==> config.mk <==
export PLATFORM = sky130hd
export DESIGN_NAME = dma_mm2s
export DESIGN_NICKNAME = d
export VERILOG_FILES = /design/src/rtl/dma_mm2s_pkg.sv /design/src/rtl/dma_rd_fifo.sv /design/src/rtl/dma_mm2s.sv
export SDC_FILE = /design/constraint.sdc
export NUM_CORES = 1
export LEC_CHECK = 0
export ABC_AREA = 1
export BUFFER_PORTS_ARGS = -buffer_cell sky130_fd_sc_hd__buf_2
export CAP_MARGIN = 10
export CORE_ASPECT_RATIO = 0.6
export CORE_MARGIN = 1
export CORE_UTILIZATION = 63
export DETAILED_ROUTE_END_ITERATION = 8
export PLACE_DENSITY = 0.86
export REMOVE_ABC_BUFFERS = 1
export SETUP_SLACK_MARGIN = 0.5
export SLEW_MARGIN = 10
export SYNTH_ARGS = -nofsm -noshare
export SYNTH_HDL_FRONTEND = slang
export SYNTH_SLANG_ARGS = --single-unit
==> constraint.sdc <==
create_clock -name clk -period 12.4 [get_ports clk]
set_input_delay 3.72 -clock clk [delete_from_list [all_inputs] [get_ports clk]]
set_output_delay 3.72 -clock clk [all_outputs]
set_load 0.1 [all_outputs]
==> src/rtl/dma_mm2s_pkg.sv <==
// Shared types and defaults for the memory-to-stream DMA read engine.
package dma_mm2s_pkg;
   localparam int WORD_W         = 32;
   localparam int DEF_FIFO_DEPTH = 4;
   localparam int DEF_LEN_WIDTH  = 7;

   typedef enum logic [1:0] {
      IDLE  = 2'd0,
      RUN   = 2'd1,
      FLUSH = 2'd2
   } state_t;
endpackage

==> src/rtl/dma_rd_fifo.sv <==
// Read-data buffer: circular FIFO with simultaneous push/pop, including at full and empty.
module dma_rd_fifo #(
   parameter int DEPTH = 4,
   parameter int WIDTH = 32,
   parameter int CNT_W = $clog2(DEPTH + 1)
) (
   input  logic             clk,
   input  logic             rst,
   input  logic             push,
   input  logic             pop,
   input  logic [WIDTH-1:0] din,
   output logic [WIDTH-1:0] dout,
   output logic             empty,
   output logic             full,
   output logic [CNT_W-1:0] count
);
   localparam int PTR_W = (DEPTH > 1) ? $clog2(DEPTH) : 1;

   logic [WIDTH-1:0] mem [DEPTH];
   logic [PTR_W-1:0] wr_ptr;
   logic [PTR_W-1:0] rd_ptr;
   logic             do_push;
   logic             do_pop;

   function automatic logic [PTR_W-1:0] ptr_inc(input logic [PTR_W-1:0] p);
      return (p == PTR_W'(DEPTH - 1)) ? '0 : p + PTR_W'(1);
   endfunction

   assign empty   = (count == '0);
   assign full    = (count == CNT_W'(DEPTH));
   assign do_pop  = pop && !empty;
   // A full FIFO still accepts a push when the head leaves in the same cycle.
   assign do_push = push && (!full || do_pop);
   assign dout    = mem[rd_ptr];

   always_ff @(posedge clk or posedge rst) begin
      if (rst) begin
         wr_ptr <= '0;
         rd_ptr <= '0;
         count  <= '0;
         for (int i = 0; i < DEPTH; i++) mem[i] <= '0;
      end else begin
         if (do_push) begin
            mem[wr_ptr] <= din;
            wr_ptr      <= ptr_inc(wr_ptr);
         end
         if (do_pop) rd_ptr <= ptr_inc(rd_ptr);
         case ({do_push, do_pop})
            2'b10:   count <= count + CNT_W'(1);
            2'b01:   count <= count - CNT_W'(1);
            default: count <= count;
         endcase
      end
   end
endmodule

==> src/rtl/dma_mm2s.sv <==
// Memory-mapped to AXI-Stream DMA: issues credit-limited word reads and streams the
// in-order responses out through a small buffer.
//
// state | meaning
// IDLE  | waiting for cfg_start
// RUN   | issuing reads and streaming words until the last beat is accepted
// FLUSH | one-cycle completion, done high
module dma_mm2s
   import dma_mm2s_pkg::*;
#(
   parameter int FIFO_DEPTH = DEF_FIFO_DEPTH,
   parameter int LEN_WIDTH  = DEF_LEN_WIDTH
) (
   input  logic                 clk,
   input  logic                 rst,
   input  logic                 cfg_start,
   input  logic [31:0]          cfg_base,
   input  logic [LEN_WIDTH-1:0] cfg_len,
   output logic                 busy,
   output logic                 done,
   output logic                 mem_req,
   output logic [31:0]          mem_addr,
   input  logic                 mem_gnt,
   input  logic                 mem_rvalid,
   input  logic [31:0]          mem_rdata,
   output logic                 m_tvalid,
   output logic [31:0]          m_tdata,
   output logic                 m_tlast,
   input  logic                 m_tready
);
   localparam int CNT_W  = LEN_WIDTH + 1;
   localparam int FCNT_W = $clog2(FIFO_DEPTH + 1);
   localparam int SUM_W  = ((CNT_W > FCNT_W) ? CNT_W : FCNT_W) + 2;

   state_t               state;
   state_t               state_next;
   logic [LEN_WIDTH-1:0] len_q;
   logic [CNT_W-1:0]     issued;
   logic [CNT_W-1:0]     outstanding;
   logic [CNT_W-1:0]     popped;
   logic [CNT_W-1:0]     len_ext;
   logic [CNT_W-1:0]     issued_next;
   logic [SUM_W-1:0]     credit_next;
   logic                 start_ok;
   logic                 grant;
   logic                 rd_accept;
   logic                 beat;
   logic                 mem_req_next;
   logic                 fifo_empty;
   logic                 fifo_full;
   logic [FCNT_W-1:0]    fifo_count;
   logic                 base_unused;

   // Byte-lane bits of the base and the full flag carry no information here.
   assign base_unused = ^{cfg_base[1:0], fifo_full};

   assign start_ok    = (state == IDLE) && cfg_start;
   assign grant       = mem_req && mem_gnt;
   assign rd_accept   = mem_rvalid && (outstanding != '0);
   assign beat        = m_tvalid && m_tready;
   assign len_ext     = CNT_W'(len_q);
   assign issued_next = issued + CNT_W'(grant);

   // Reads in flight plus buffered words after this edge; must stay below depth to issue again.
   assign credit_next = SUM_W'(outstanding) + SUM_W'(fifo_count) + SUM_W'(grant) - SUM_W'(beat);

   assign mem_req_next = (state == RUN) &&
                         ((mem_req && !mem_gnt) ||
                          ((issued_next < len_ext) && (credit_next < SUM_W'(FIFO_DEPTH))));

   assign busy     = (state == RUN);
   assign done     = (state == FLUSH);
   assign m_tvalid = !fifo_empty;
   assign m_tlast  = m_tvalid && (state == RUN) && ((popped + CNT_W'(1)) == len_ext);

   always_ff @(posedge clk or posedge rst) begin
      if (rst) state <= IDLE;
      else     state <= state_next;
   end

   always_comb begin
      state_next = state;
      case (state)
         IDLE:    if (cfg_start) state_next = (cfg_len != '0) ? RUN : FLUSH;
         RUN:     if (beat && m_tlast) state_next = FLUSH;
         FLUSH:   state_next = IDLE;
         default: state_next = IDLE;
      endcase
   end

   always_ff @(posedge clk or posedge rst) begin
      if (rst) begin
         len_q       <= '0;
         issued      <= '0;
         outstanding <= '0;
         popped      <= '0;
         mem_req     <= 1'b0;
         mem_addr    <= '0;
      end else begin
         mem_req <= mem_req_next;
         if (start_ok) begin
            len_q       <= cfg_len;
            issued      <= '0;
            outstanding <= '0;
            popped      <= '0;
            mem_addr    <= {cfg_base[31:2], 2'b00};
         end else begin
            if (grant) begin
               issued   <= issued_next;
               mem_addr <= mem_addr + 32'd4;
            end
            outstanding <= outstanding + CNT_W'(grant) - CNT_W'(rd_accept);
            if (beat) popped <= popped + CNT_W'(1);
         end
      end
   end

   dma_rd_fifo #(
      .DEPTH (FIFO_DEPTH),
      .WIDTH (WORD_W),
      .CNT_W (FCNT_W)
   ) u_fifo (
      .clk   (clk),
      .rst   (rst),
      .push  (rd_accept),
      .pop   (beat),
      .din   (mem_rdata),
      .dout  (m_tdata),
      .empty (fifo_empty),
      .full  (fifo_full),
      .count (fifo_count)
   );
endmodule

; Word level (Yosys, flattened, before mapping)
; Cells that the tools add are included.
[word_totals]
elab_cells = 89
in_bits = 77
register_bits = 201
output_inout_bits = 69
[op_classes]
reduce_logical = 26
magnitude_cmp = 5
muxes = 20
add_sub_neg = 12
bitwise = 2
n_eq_ne = 10
[ops]
columns = operator, n
row1 = $mux W32, 5
row2 = $bwmux W128, 1
row3 = $bmux W32 S2, 1
row4 = $demux W32 S2, 1
row5 = $mux W8, 5
row6 = $add A32 B3 Y32 const B, 1
row7 = $add A8 B1 Y8, 2
row8 = $logic_and A1 B1 Y1, 13
row9 = $add A9 B1 Y10, 1
row10 = $lt A10 B3 Y1 const B, 1
row11 = $mux W2, 5
row12 = $sub A10 B1 Y10, 1
row13 = $add A8 B3 Y9, 1
row14 = $add A8 B1 Y8 const B, 1
row15 = $eq A2 B2 Y1 const B, 4
row16 = $eq A8 B7 Y1, 1
row17 = $lt A8 B7 Y1, 1
row18 = $reduce_bool A8 Y1, 1
row19 = $sub A8 B1 Y8, 1
row20 = $reduce_bool A7 Y1, 1
row21 = $ge A3 B3 Y1 const B, 2
row22 = $not A2 Y3, 2
row23 = $pmux W3 S2, 1
row24 = $reduce_bool A2 Y1, 3
row25 = other kinds (14), 19

; Logic depth before layout (Yosys ltp)
[logic_depth]
depth_word = 8
ltp_mapped = 19
mapped_depth_nobuf = 19

; Modules after synthesis
; Synthesis repeated with hierarchy kept, for this count alone.
[unflattened]
hier_cells = 1424
hier_area_um2 = 11125.7
[modules_own_cells]
columns = module, area_per_inst_um2, seq_area_each_um2, cells_per_inst, n_inst
row1 = dma_rd_fifo, 6547.5, 3378.2, 804, 1
row2 = dma_mm2s, 4578.1, 1601.5, 620, 1

; Worst setup path after synthesis
; No wires, ideal clock.
[synth_path]
path_type = reg-to-output
start = reg u_fifo.rd_ptr[1]
end = out m_tdata[7]
arrival_time_ns = 3.292
stages_incl_launch_ff = 6
setup_slack_ns = 5.388
path_buffers = 2
required_time_ns = 8.680
path_cell_list = dfrtp_1 -> inv_1 -> clkbuf_1 -> clkbuf_1 -> o21ai_0 -> o21ai_0
[synth_between]
elab_chain_cells = 4
[synth_rtl]
columns = element, line_no
row1 = from (decl), dma_rd_fifo.sv:21  ; logic [PTR_W-1:0] rd_ptr;
row2 = from (signal assigned), dma_rd_fifo.sv:47  ; if (do_pop) rd_ptr <= ptr_inc(rd_ptr);
row3 = $not A2 Y3 (not written as such), dma_rd_fifo.sv:34  ; assign dout = mem[rd_ptr];
row4 = $bmux W32 S2, dma_rd_fifo.sv:34
row5 = $mux W32 (not written as such) (2 in a row), dma_rd_fifo.sv:34
row6 = to (decl), dma_mm2s.sv:27  ; output logic [31:0] m_tdata,
; Every way passes these cells. The select of a mux whose other input is x is not followed.

; Worst setup path in the final report
[layout_path]
start = reg u_fifo.rd_ptr[1]
end = out m_tdata[6]
; Same word-level chain as after synthesis.

==> impl_results.md <==
- Num CTS Buffers: 17
- Tmin final: ~6.3 ns
- Dpl hpwl: 17.4 mm
- Worst Path Max Fanout: 50
- H-tree depth: 4
- Drt total wl: 26.4 mm
- Antenna violations before repair: 0
- Post-synthesis cell type count: 38
- Antenna viol nets, final: 0
- Slew @ Worst Pin: 0.928 ns
- Place WS: 6.14 ns
- Via count: 8936
- FP Rows: 36
- Setup bufs post-CTS: 0
- I/O pins: around 150
- Vias in the first global route: roughly 8.6k
- Post-CTS Resized: 0
- Clock latency reported for the late side of the worst-skew pair: 0.44 ns
- Die W: 172 um
- Deepest clock path buffer count: 2
- DRT iter0 DRCs: 847
- Hold WS: 0.489 ns
- Crit path arrival time: 2.62 ns
- HP Class: register to register
- Crit Path Class: register to output pin
- TritonCTS Sinks: approximately 200
- Yosys reg bits: ~200
- Antenna cell count: 0
- Gr usage total: 0.307
- Largest area contributor in the netlist: dfrtp_1
- Largest net degree at the start of global routing: 134
- Layout overhead on the synthesized area: 12.6%
- Nets@finish: 1432
- Final core occ: 0.744
- Status: completed
- CP max stage cell: dfrtp_1
- CP peak stage delay: 0.52 ns
- Yosys warns: 0
- Clk_skew: 0.0132 ns
- Sequential element share of the synthesized area: 0.454
- Die area: 18000 um^2
- Die Y: 104 um
- Root Buffer: clkbuf_16
- Most frequent cells after synthesis: 208 x nand2_1, 199 x dfrtp_1, 137 x inv_1, 135 x o21ai_0, 101 x nor2_1
- Main flop type after synthesis: dfrtp_1
- Synthesized netlist cell count: 1194
- Core Region: 16600 um^2
- Drt drc: 0
- Rel. slew slack: 0.381
- Initial Utilization: 0.660
- Async set-reset flop share out of synthesis: 1.00
- Final hold vios: 0
- Critical Path Start Type: register
- Layout cells sized above 1: 0.223
- Hold_buf cts: 0
- First-pass GRT wire length: 43.3 mm
- Post-route clock period utilization: 0.511
- Data required, critical path: just under 9 ns
- GRT Residual Overflow: 0
- Count of pins over their slew limit: 0
- Cells along the critical path: inv_1 -> buf_4 -> o21ai_0 -> o22ai_1 -> buf_2
- Most frequent cell after synthesis: nand2_1
- Share of the synthesized area in the top cell type: 0.454
- Setup TNS: 0 ns
- Setup violators final: 0
- Post-synth EDFFs: 0
- CTS tree: yes
- Placer Congestion: 0.910
- Worst-path clk slew: 0.07 ns
- PortBufs: 141
- Fillers: 1182
- DR WL/cell: 17.0 um
- DRT Pass-1 Iters: 5
- Post-synthesis cell area: 11000 um^2
- Max-cap check violation count: 0
- Dominant cells by area after synthesis: dfrtp_1 45%, mux2_4 12%, nand2_1 7.1%, o21ai_0 6.2%, inv_1 4.7%
- Worst setup EP type: output pin
- Mean post-synth cell area: just over 9 um^2
- Final WS setup: 6.06 ns
- Vias per cell: 5.74
- RSZ-0062 raised after global routing: no
- Peak Freq: 158 MHz
[cell type report]
class / count / area [um^2] / area share
multi-input cells: 808 / 5210 / 0.422
flip-flops and latches: 199 / 4980 / 0.403
repair buffers: 153 / 796 / 0.0644
inverters: 138 / 526 / 0.0425
clock buffers: 19 / 453 / 0.0366
well taps: 228 / 285 / 0.0231
clock inverters: 12 / 111 / 0.00901
[stage by stage]
step                      cell area [um^2]  std cells
after floorplan                      10700       1145
after global placement               11800       1526
after detailed placement             11800       1526
after CTS                            12400       1557
after global routing                 12400       1557
final                                12400       1557
[critical path, delay by kind of cell, from the launching register on]
family,cells,cell delay (ns)
AO/OA/AOI/OAI,2,0.43
buffers and inverters,3,1.19
flip-flops,1,0.52
[cells by family (layout without fill, tap and decap cells)]
logic type               Yosys count  after routing  share of synthesized area
AO/OA/AOI/OAI                    236            236                      0.116
XOR/XNOR                          31             31                     0.0247
adder cells (fa/ha/maj)           38             38                     0.0447
buffers and inverters            188            322                     0.0723
flip-flops                       199            199                      0.454
multiplexers                     104            104                      0.137
other                              1              2                   0.000342
AND/OR/NAND/NOR                  397            397                      0.151
[registers in the layout (all words and copies together) (netlist names)]
name / cells
issued: 8
len_q: 7
mem_addr: 30
mem_req: 1
outstanding: 8
popped: 8
state: 2
u_fifo.count: 3
u_fifo.mem: 128
u_fifo.rd_ptr: 2
u_fifo.wr_ptr: 2
[layer usage]
layer	GRT usage	vias to the layer above	wire, um
li1	-	4193	-
met1	0.456	4288	12200
met2	0.451	404	11500
met3	0.0590	51	2160
met4	0.103	0	497
met5	0	-	0
[cell usage in the layout (no fill, tap or decap), types with 12 or more instances in the layout]
master,netlist,final
a21oi_1,52,52
buf_2,3,141
buf_4,2,12
clkbuf_16,0,17
dfrtp_1,199,199
ha_1,36,36
inv_1,137,136
mux2_2,14,14
mux2_4,90,90
nand2_1,208,208
nand3_1,48,48
nand4_1,15,15
nor2_1,101,101
nor3_1,14,14
o21ai_0,135,135
o22ai_1,17,17
xor2_1,25,25
[final timing paths]
kind / from / endpoint / slack (ns) / depth (start not counted)
worst max-delay path: u_fifo.rd_ptr[1] / m_tdata[6] / 6.06 / 5
worst min-delay path: len_q[3] / len_q[3] / 0.49 / 2
worst max register to register: u_fifo.count[0] / mem_req / 9.19 / 18
worst min register to register: len_q[3] / len_q[3] / 0.49 / 2
max in group asynchronous: rst / state[0] / 7.47 / 3
min in group asynchronous: rst / u_fifo.mem[125] / 3.41 / 2
Power is not shown: default switching activity piles up to over one toggle a cycle in this logic, so the estimate is an artifact.
